## src/rtl/equiv_sweep_ctrl.sv

```systemverilog
// -----------------------------------------------------------------------------
// equiv_sweep_ctrl
//
// Clocked equivalence checker for two single-bit combinational law
// implementations. On start it walks the stimulus vector {z,y,x} through
// 0..7. Each vector is held for HOLD_CYCLES cycles so that both
// implementations can settle. It then compares s_a_i against s_b_i and
// accumulates a mismatch report.
//
// Optional feature macro: EQUIV_STOP_ON_FAIL_EN
//   When this macro is defined, the first mismatch ends the sweep at once.
//   The failing vector stays on x/y/z and in first_fail_o.
//   When it is undefined, all eight vectors are always checked and every
//   mismatch is counted.
//
// Parameters
//   HOLD_CYCLES   cycles each vector is held before its check (legal 1..15)
//
// Ports
//   clk_i         rising-edge clock
//   rst_i         asynchronous, active-high reset
//   start_i       begin a sweep; sampled only while idle
//   s_a_i         result of implementation A for the current {z,y,x}
//   s_b_i         result of implementation B for the current {z,y,x}
//   x_o/y_o/z_o   registered stimulus bits, vector index = {z,y,x}
//   busy_o        high while holding or checking a vector
//   done_o        one-cycle pulse at the end of a sweep
//   pass_o        last completed sweep had zero mismatches
//   fail_cnt_o    mismatch count of the current/last sweep (0..8)
//   fail_seen_o   at least one mismatch in the current/last sweep
//   first_fail_o  vector index of the first mismatch, 0 when none
// -----------------------------------------------------------------------------
module equiv_sweep_ctrl #(
    parameter int unsigned HOLD_CYCLES = 4
) (
    input  logic       clk_i,
    input  logic       rst_i,
    input  logic       start_i,
    input  logic       s_a_i,
    input  logic       s_b_i,
    output logic       x_o,
    output logic       y_o,
    output logic       z_o,
    output logic       busy_o,
    output logic       done_o,
    output logic       pass_o,
    output logic [3:0] fail_cnt_o,
    output logic       fail_seen_o,
    output logic [2:0] first_fail_o
);

    // Terminal value of the hold counter for one vector.
    localparam logic [3:0] HoldLast = 4'(HOLD_CYCLES - 1);

    typedef enum logic [1:0] {
        StIdle,
        StHold,
        StCheck,
        StDone
    } state_e;

    state_e     state_q, state_d;
    logic [2:0] vec_q, vec_d;
    logic [3:0] cnt_q, cnt_d;
    logic [3:0] fail_cnt_q, fail_cnt_d;
    logic       fail_seen_q, fail_seen_d;
    logic [2:0] first_fail_q, first_fail_d;
    logic       pass_q, pass_d;
    logic       mismatch;

    // The inputs are used only in the CHECK cycle. By then they have had
    // HOLD_CYCLES cycles to settle against the registered vector.
    assign mismatch = s_a_i ^ s_b_i;

    always_comb begin
        state_d      = state_q;
        vec_d        = vec_q;
        cnt_d        = cnt_q;
        fail_cnt_d   = fail_cnt_q;
        fail_seen_d  = fail_seen_q;
        first_fail_d = first_fail_q;
        pass_d       = pass_q;

        unique case (state_q)
            StIdle: begin
                if (start_i) begin
                    state_d      = StHold;
                    vec_d        = 3'd0;
                    cnt_d        = 4'd0;
                    fail_cnt_d   = 4'd0;
                    fail_seen_d  = 1'b0;
                    first_fail_d = 3'd0;
                    pass_d       = 1'b0;
                end
            end

            StHold: begin
                if (cnt_q == HoldLast) begin
                    state_d = StCheck;
                end else begin
                    cnt_d = cnt_q + 4'd1;
                end
            end

            StCheck: begin
                // Eight vectors at most, so the 4-bit count cannot wrap.
                if (mismatch) begin
                    fail_cnt_d = fail_cnt_q + 4'd1;
                    if (!fail_seen_q) begin
                        first_fail_d = vec_q;
                        fail_seen_d  = 1'b1;
                    end
                end

`ifdef EQUIV_STOP_ON_FAIL_EN
                if (mismatch) begin
                    state_d = StDone;
                    pass_d  = 1'b0;
                end else if (vec_q == 3'd7) begin
                    state_d = StDone;
                    pass_d  = (fail_cnt_d == 4'd0);
                end else begin
                    state_d = StHold;
                    vec_d   = vec_q + 3'd1;
                    cnt_d   = 4'd0;
                end
`else
                if (vec_q == 3'd7) begin
                    state_d = StDone;
                    // Use the count that includes this final check. Setting
                    // the flag on entry makes pass_o valid alongside done_o.
                    pass_d  = (fail_cnt_d == 4'd0);
                end else begin
                    state_d = StHold;
                    vec_d   = vec_q + 3'd1;
                    cnt_d   = 4'd0;
                end
`endif
            end

            StDone: begin
                state_d = StIdle;
            end

            default: begin
                state_d = StIdle;
            end
        endcase
    end

    always_ff @(posedge clk_i or posedge rst_i) begin
        if (rst_i) begin
            state_q      <= StIdle;
            vec_q        <= 3'd0;
            cnt_q        <= 4'd0;
            fail_cnt_q   <= 4'd0;
            fail_seen_q  <= 1'b0;
            first_fail_q <= 3'd0;
            pass_q       <= 1'b0;
        end else begin
            state_q      <= state_d;
            vec_q        <= vec_d;
            cnt_q        <= cnt_d;
            fail_cnt_q   <= fail_cnt_d;
            fail_seen_q  <= fail_seen_d;
            first_fail_q <= first_fail_d;
            pass_q       <= pass_d;
        end
    end

    // The outputs are decoded straight from the state register, so done_o
    // and busy_o are mutually exclusive by construction.
    assign x_o          = vec_q[0];
    assign y_o          = vec_q[1];
    assign z_o          = vec_q[2];
    assign busy_o       = (state_q == StHold) || (state_q == StCheck);
    assign done_o       = (state_q == StDone);
    assign pass_o       = pass_q;
    assign fail_cnt_o   = fail_cnt_q;
    assign fail_seen_o  = fail_seen_q;
    assign first_fail_o = first_fail_q;

endmodule

```

## config.mk

```make
export PLATFORM = sky130hd
export DESIGN_NAME = equiv_sweep_ctrl
export DESIGN_NICKNAME = d
export VERILOG_FILES = /design/src/rtl/equiv_sweep_ctrl.sv
export SDC_FILE = /design/constraint.sdc
export NUM_CORES = 1
export LEC_CHECK = 0
export ABC_CLOCK_PERIOD_IN_PS = 1960
export BUFFER_PORTS_ARGS = -buffer_cell sky130_fd_sc_hd__buf_2
export CAP_MARGIN = 20
export CORE_MARGIN = 3
export CORE_UTILIZATION = 54
export CTS_CLUSTER_SIZE = 24
export DETAILED_ROUTE_END_ITERATION = 7
export HOLD_SLACK_MARGIN = 0.06
export PLACE_DENSITY = 0.77
export SYNTH_ARGS = -nofsm -noshare
export SYNTH_HDL_FRONTEND = slang
export SYNTH_SLANG_ARGS = --single-unit
```

## constraint.sdc

```tcl
create_clock -name clk_i -period 1.96 [get_ports clk_i]
set_input_delay 0.49 -clock clk_i [delete_from_list [all_inputs] [get_ports clk_i]]
set_output_delay 0.49 -clock clk_i [all_outputs]
set_load 0.02 [all_outputs]
```

### Word level (Yosys, flattened, before mapping)

Index checks and enable logic that the tools add are counted.

| storage, ports and cells | value |
|---|---|
| output and inout port bits | 14 |
| register bits | 18 |
| word-level logic and storage cells | 57 |
| input bits | 5 |

| cells by class | value |
|---|---|
| mux-type cells | 22 |
| $add $sub $neg | 3 |
| reductions and logical operators | 12 |
| bitwise operators | 1 |
| eq/ne operators | 12 |

Operator list:

| cell | number |
|---|---|
| $mux W4 | 5 |
| $ne A2 B2 Y1 const B | 7 |
| $mux W3 | 4 |
| $pmux W3 S2 | 2 |
| $pmux W4 S3 | 1 |
| $reduce_and A3 Y1 | 3 |
| $add A4 B1 Y4 const B | 2 |
| $pmux W2 S4 | 1 |
| $pmux W4 S2 | 1 |
| $reduce_and A4 Y1 | 2 |
| $mux W2 | 3 |
| $eq A2 B2 Y1 const B | 2 |
| $eq A4 B2 Y1 const B | 1 |
| $logic_not A4 Y1 | 1 |
| $pmux W1 S2 | 2 |
| $reduce_and A2 Y1 | 2 |
| $add A3 B1 Y3 const B | 1 |
| $eq A3 B3 Y1 const B | 1 |
| $mux W1 | 3 |
| $reduce_bool A3 Y1 | 1 |
| $eq A2 B1 Y1 const B | 1 |
| $logic_not A2 Y1 | 1 |
| $reduce_bool A2 Y1 | 1 |
| $logic_or A1 B1 Y1 | 1 |
| $xor A1 B1 Y1 | 1 |

### Logic depth before layout (Yosys ltp)

| depth | value |
|---|---|
| word-level depth | 6 |
| mapped depth | 7 |
| gate-level depth less buffers | 6 |

### Worst setup path before layout

Ideal clock, no wire load.

| timing | value |
|---|---|
| path type | reg2reg |
| start point | reg vec_q[0] |
| end point | reg cnt_q[3] |
| buffers on the path | 0 |
| required time | 1838 ps |
| setup time | 122 ps |
| path slack | 293 ps |
| clock period less this slack | 1667 ps |
| arrival time | 1545 ps |
| cell stages (with the launch flop) | 7 |
| cells stage by stage | dfrtp_1 ha_1 ha_1 nand2_1 nor3b_2 nand2_1 a32o_1 |

| on the way | value |
|---|---|
| cells in the longest elaborated chain, start to end | 3 |

RTL lines:

| what | line | RTL |
|---|---|---|
| from (decl) | 63 | `logic [2:0] vec_q, vec_d;` |
| from (signal assigned) | 162 | `vec_q <= vec_d;` |
| $eq A3 B3 Y1 | 128 | `if (vec_q == 3'd7) begin` |
| $ne A2 B2 Y1 (no source line) | - |  |
| $reduce_and A4 Y1 (no source line) | - |  |
| to (signal assigned) | 163 | `cnt_q <= cnt_d;` |
| to (decl) | 64 | `logic [3:0] cnt_q, cnt_d;` |

Every way passes these cells.
A chain may end at the register's enable or synchronous reset.

### Worst setup path in the final report

| timing | value |
|---|---|
| start point | reg state_q[0] |
| end point | reg cnt_q[3] |

| on the way | value |
|---|---|
| cells in the longest elaborated chain, start to end | 3 |
| elaborated cells on any way between the ends | 9 |
| classes of those cells | 5 x eq/ne; 1 x mux; 3 x reduce/logical |

RTL lines:

| what | line | RTL |
|---|---|---|
| from (decl) | 62 | `state_e state_q, state_d;` |
| from (signal assigned) | 153 | `state_q <= StIdle;` |
| from (signal assigned) | 161 | `state_q <= state_d;` |
| $eq A2 B1 Y1, or another cell as far along | 84 | `unique case (state_q)` |
| $ne A2 B2 Y1 (no source line) or $reduce_bool A3 Y1 (tied branches) | - |  |
| $reduce_and A4 Y1 (no source line) | - |  |

Parallel ways exist; a longest one is shown, timed or not.

==> qor.yml <==
cts_tree: "built"
clock-sinks: 18
dp_hpwl_um: 1680
post_cts_hold_buffer_count: 0
cp_top_family: "simple AND/OR/NAND/NOR gates"
synth_ff_type: "dfrtp_1"
synth_nets: 130
setup_violations: 0
drcViolationCount: 0
cap_violations: 0
synth_edf_count: 0
nFillCells: 165
grt_use_total_pct: 19.7
start_kind: "register"
required_ps: 2150
syn_area_um2: 1110
async_flop_share_pct: 100
clk_latency_ps: 290
intPower_w: 0.00104
synth_seq_cells: 18
leakage_nw: 0.644
yosysTopAreaCell: "dfrtp_1"
cp_max_fo: 7
timing.setup.tns_ps: 0
grt_max_degree: 19
fin_skew_ps: 3.62
gp_congestion: 0.871
syn_avg_cell_area_um2: 9.60
io_buffers: 18
slew_viol_final: 0
outcome: "finished, final reports clean"
fin_crit_sh_pct: 93.6
drt-initial-drc-count: 26
hp-class: "in -> async"
endpoint_kind: "register"
ant_nets: 0
totalWireLength_um: 2230
hold_violations: 0
synth_seq_area_share_pct: 40.4
layout-drive-gt1-share_pct: 21.9
dieArea_um2: 2640
antenna_cells: 0
antenna_found_initial: 0
wl_per_cell_um: 13.8
rows: 15
clockRootBuffer: "clkbuf_4"
clk_pin_slew_ps: 110
cp.buffers_inverters: 2
cts_resized: 0
die_w_um: 51.4
power_w: 0.00194
vdd_ir_drop_max_v: 0.00119
netlist_instances: 116
power_density_nw_per_um2: 1510
grt_pass1_wl_um: 3950
seqPwrFrac_pct: 32.1
ios: 19
overflow: 0
whs_ps: 282
relSlewSlack_pct: 53.7
cp_cell_sequence: "inv_1 -> ha_1 -> nor2b_2 -> buf_4 -> nor3b_2 -> nand2_1 -> a32o_1"
combPwrFrac_pct: 56.0
fin_crit_ps: 1830
p_sw_share_pct: 46.2
tightest_slew_ps: 694
arrival_ps: 2030
cts_buffer_depth: 2
numCtsBuffers: 3
netlist.area_leader.share_pct: 40.4
firstDrtPassIters: 4
dr_total_vias: 921
cts_setup_buffers: 0
power.switching_w: 0.000894
ys_top_cells_by_area: "dfrtp_1 (40%), ha_1 (10%), mux2i_1 (5.4%), o21ai_0 (4.9%), nand2_1 (4.7%)"
synth.most_common_cell: "dfrtp_1"
critPathSlowestCell: "dfrtp_1"
yosysUniqueCellTypes: 29
ys_warn_count: 0
slowest_delay_ps: 430
dieHeight_um: 51.4
htreeDepth: 1
clkPwrFrac_pct: 11.9
via_per_inst: 5.69
syn_to_final_growth_pct: 15.4
rsz0062_at_grt: "false"
fmax_mhz: 545
initial_utilization_pct: 60.5
grt_pass1_vias: 895
core_area_um2: 1840
fin_nets: 152
netlist_top_cells_count: "dfrtp_1 (18), nand2_1 (14), o21ai_0 (11), ha_1 (9), inv_1 (7)"
crit_type: "reg -> reg"
## worst reg2reg max path, cell delays in order (launching register included)
cell and delay (ps):
dfrtp_1 430, inv_1 120, ha_1 310, nor2b_2 210
buf_4 160, nor3b_2 220, nand2_1 80, a32o_1 210
## routing by layer
metal / share of wire (%) / GRT usage (%) / up-vias
met5: 0 / 0 / -
met4: 0.94 / 6.99 / 0
met3: 4.4 / 4.08 / 5
met2: 47 / 31.6 / 24
met1: 47 / 26.2 / 434
li1: - / - / 458
## path summary, 6_finish.rpt
check                                  startpoint                      end  slack, ps  cells past startpoint
hold reg to reg                pass_o$_DFFE_PP0P_       pass_o$_DFFE_PP0P_        520                      2
setup reg to reg           state_q[0]$_DFFE_PP0P_     cnt_q[3]$_DFFE_PP0P_        130                      7
setup / recovery           state_q[0]$_DFFE_PP0P_     cnt_q[3]$_DFFE_PP0P_        130                      7
min in group clk_i             pass_o$_DFFE_PP0P_       pass_o$_DFFE_PP0P_        520                      2
hold / removal                              rst_i     cnt_q[1]$_DFFE_PP0P_        280                      2
max in group asynchronous                   rst_i  fail_seen_o$_DFFE_PP0P_       1240                      2
## cells by family (layout without fill, tap and decap cells)
logic type	Yosys count	count (layout)	share of synthesized area, %
adder cells (fa/ha/maj)	9	9	10.1
XOR/XNOR	4	4	3.82
flip-flops	18	18	40.4
AND/OR/NAND/NOR	37	37	17.5
buffers and inverters	10	31	3.60
AO/OA/AOI/OAI	32	32	19.1
multiplexers	6	6	5.39
## power groups by stage
stage / Sequential (W) / Combinational (W) / Clock [W]
after floorplan: 0.000702 / 0.000700 / 0
after global placement: 0.000617 / 0.00102 / 0
after detailed placement: 0.000629 / 0.00106 / 0
after CTS: 0.000620 / 0.00106 / 0.000238
after global routing: 0.000645 / 0.00122 / 0.000254
final: 0.000622 / 0.00108 / 0.000231
## sequential cells by signal (all words and copies together) (netlist names)
name          cells
state_q           2
fail_cnt_o        4
vec_q             3
fail_seen_o       1
pass_o            1
cnt_q             4
first_fail_o      3
## layout by cell type, fill, tap and decap left out
master / count
a22oi_1: 2
a21oi_2: 1
nor2b_1: 4
o31ai_1: 1
a21o_1: 2
xor2_2: 1
xnor2_1: 3
nand4_1: 1
ha_1: 8
mux2i_1: 6
nor3b_2: 1
nand2b_1: 4
nor2b_2: 1
o21ai_2: 1
a32o_1: 3
nand3b_1: 2
a31oi_1: 1
or3b_1: 1
nor3_1: 1
nor3b_1: 1
nor2_1: 3
buf_4: 2
ha_2: 1
a22o_1: 5
nand2_1: 14
o21ai_0: 11
clkbuf_4: 3
buf_2: 18
nand3_1: 4
inv_1: 7
a21oi_1: 4
clkbuf_8: 1
a221o_1: 1
dfrtp_1: 18
## through the flow
step | cell area, um2 | setup slack, ps | util [%] | cells
floorplan | 1110 | 293 | - | 116
global placement | 1240 | 236 | 67.2 | 158
detailed placement | 1240 | 115 | 67.2 | 158
CTS | 1270 | 104 | 69.2 | 162
global route | 1280 | 0.863 | 69.9 | 162
finish | 1280 | 126 | 69.9 | 162
## area by class of cell
type | count | area [um2] | share of cell area [%]
Timing Repair Buffer | 20 | 105 | 8.18
Tap cell | 25 | 31.3 | 2.43
Multi-Input combinational cell | 88 | 636 | 49.5
Clock buffer | 4 | 36.3 | 2.82
Sequential cell | 18 | 450 | 35.1
Inverter | 7 | 26.3 | 2.04
Note: power is estimated with default switching activity, not from simulation.
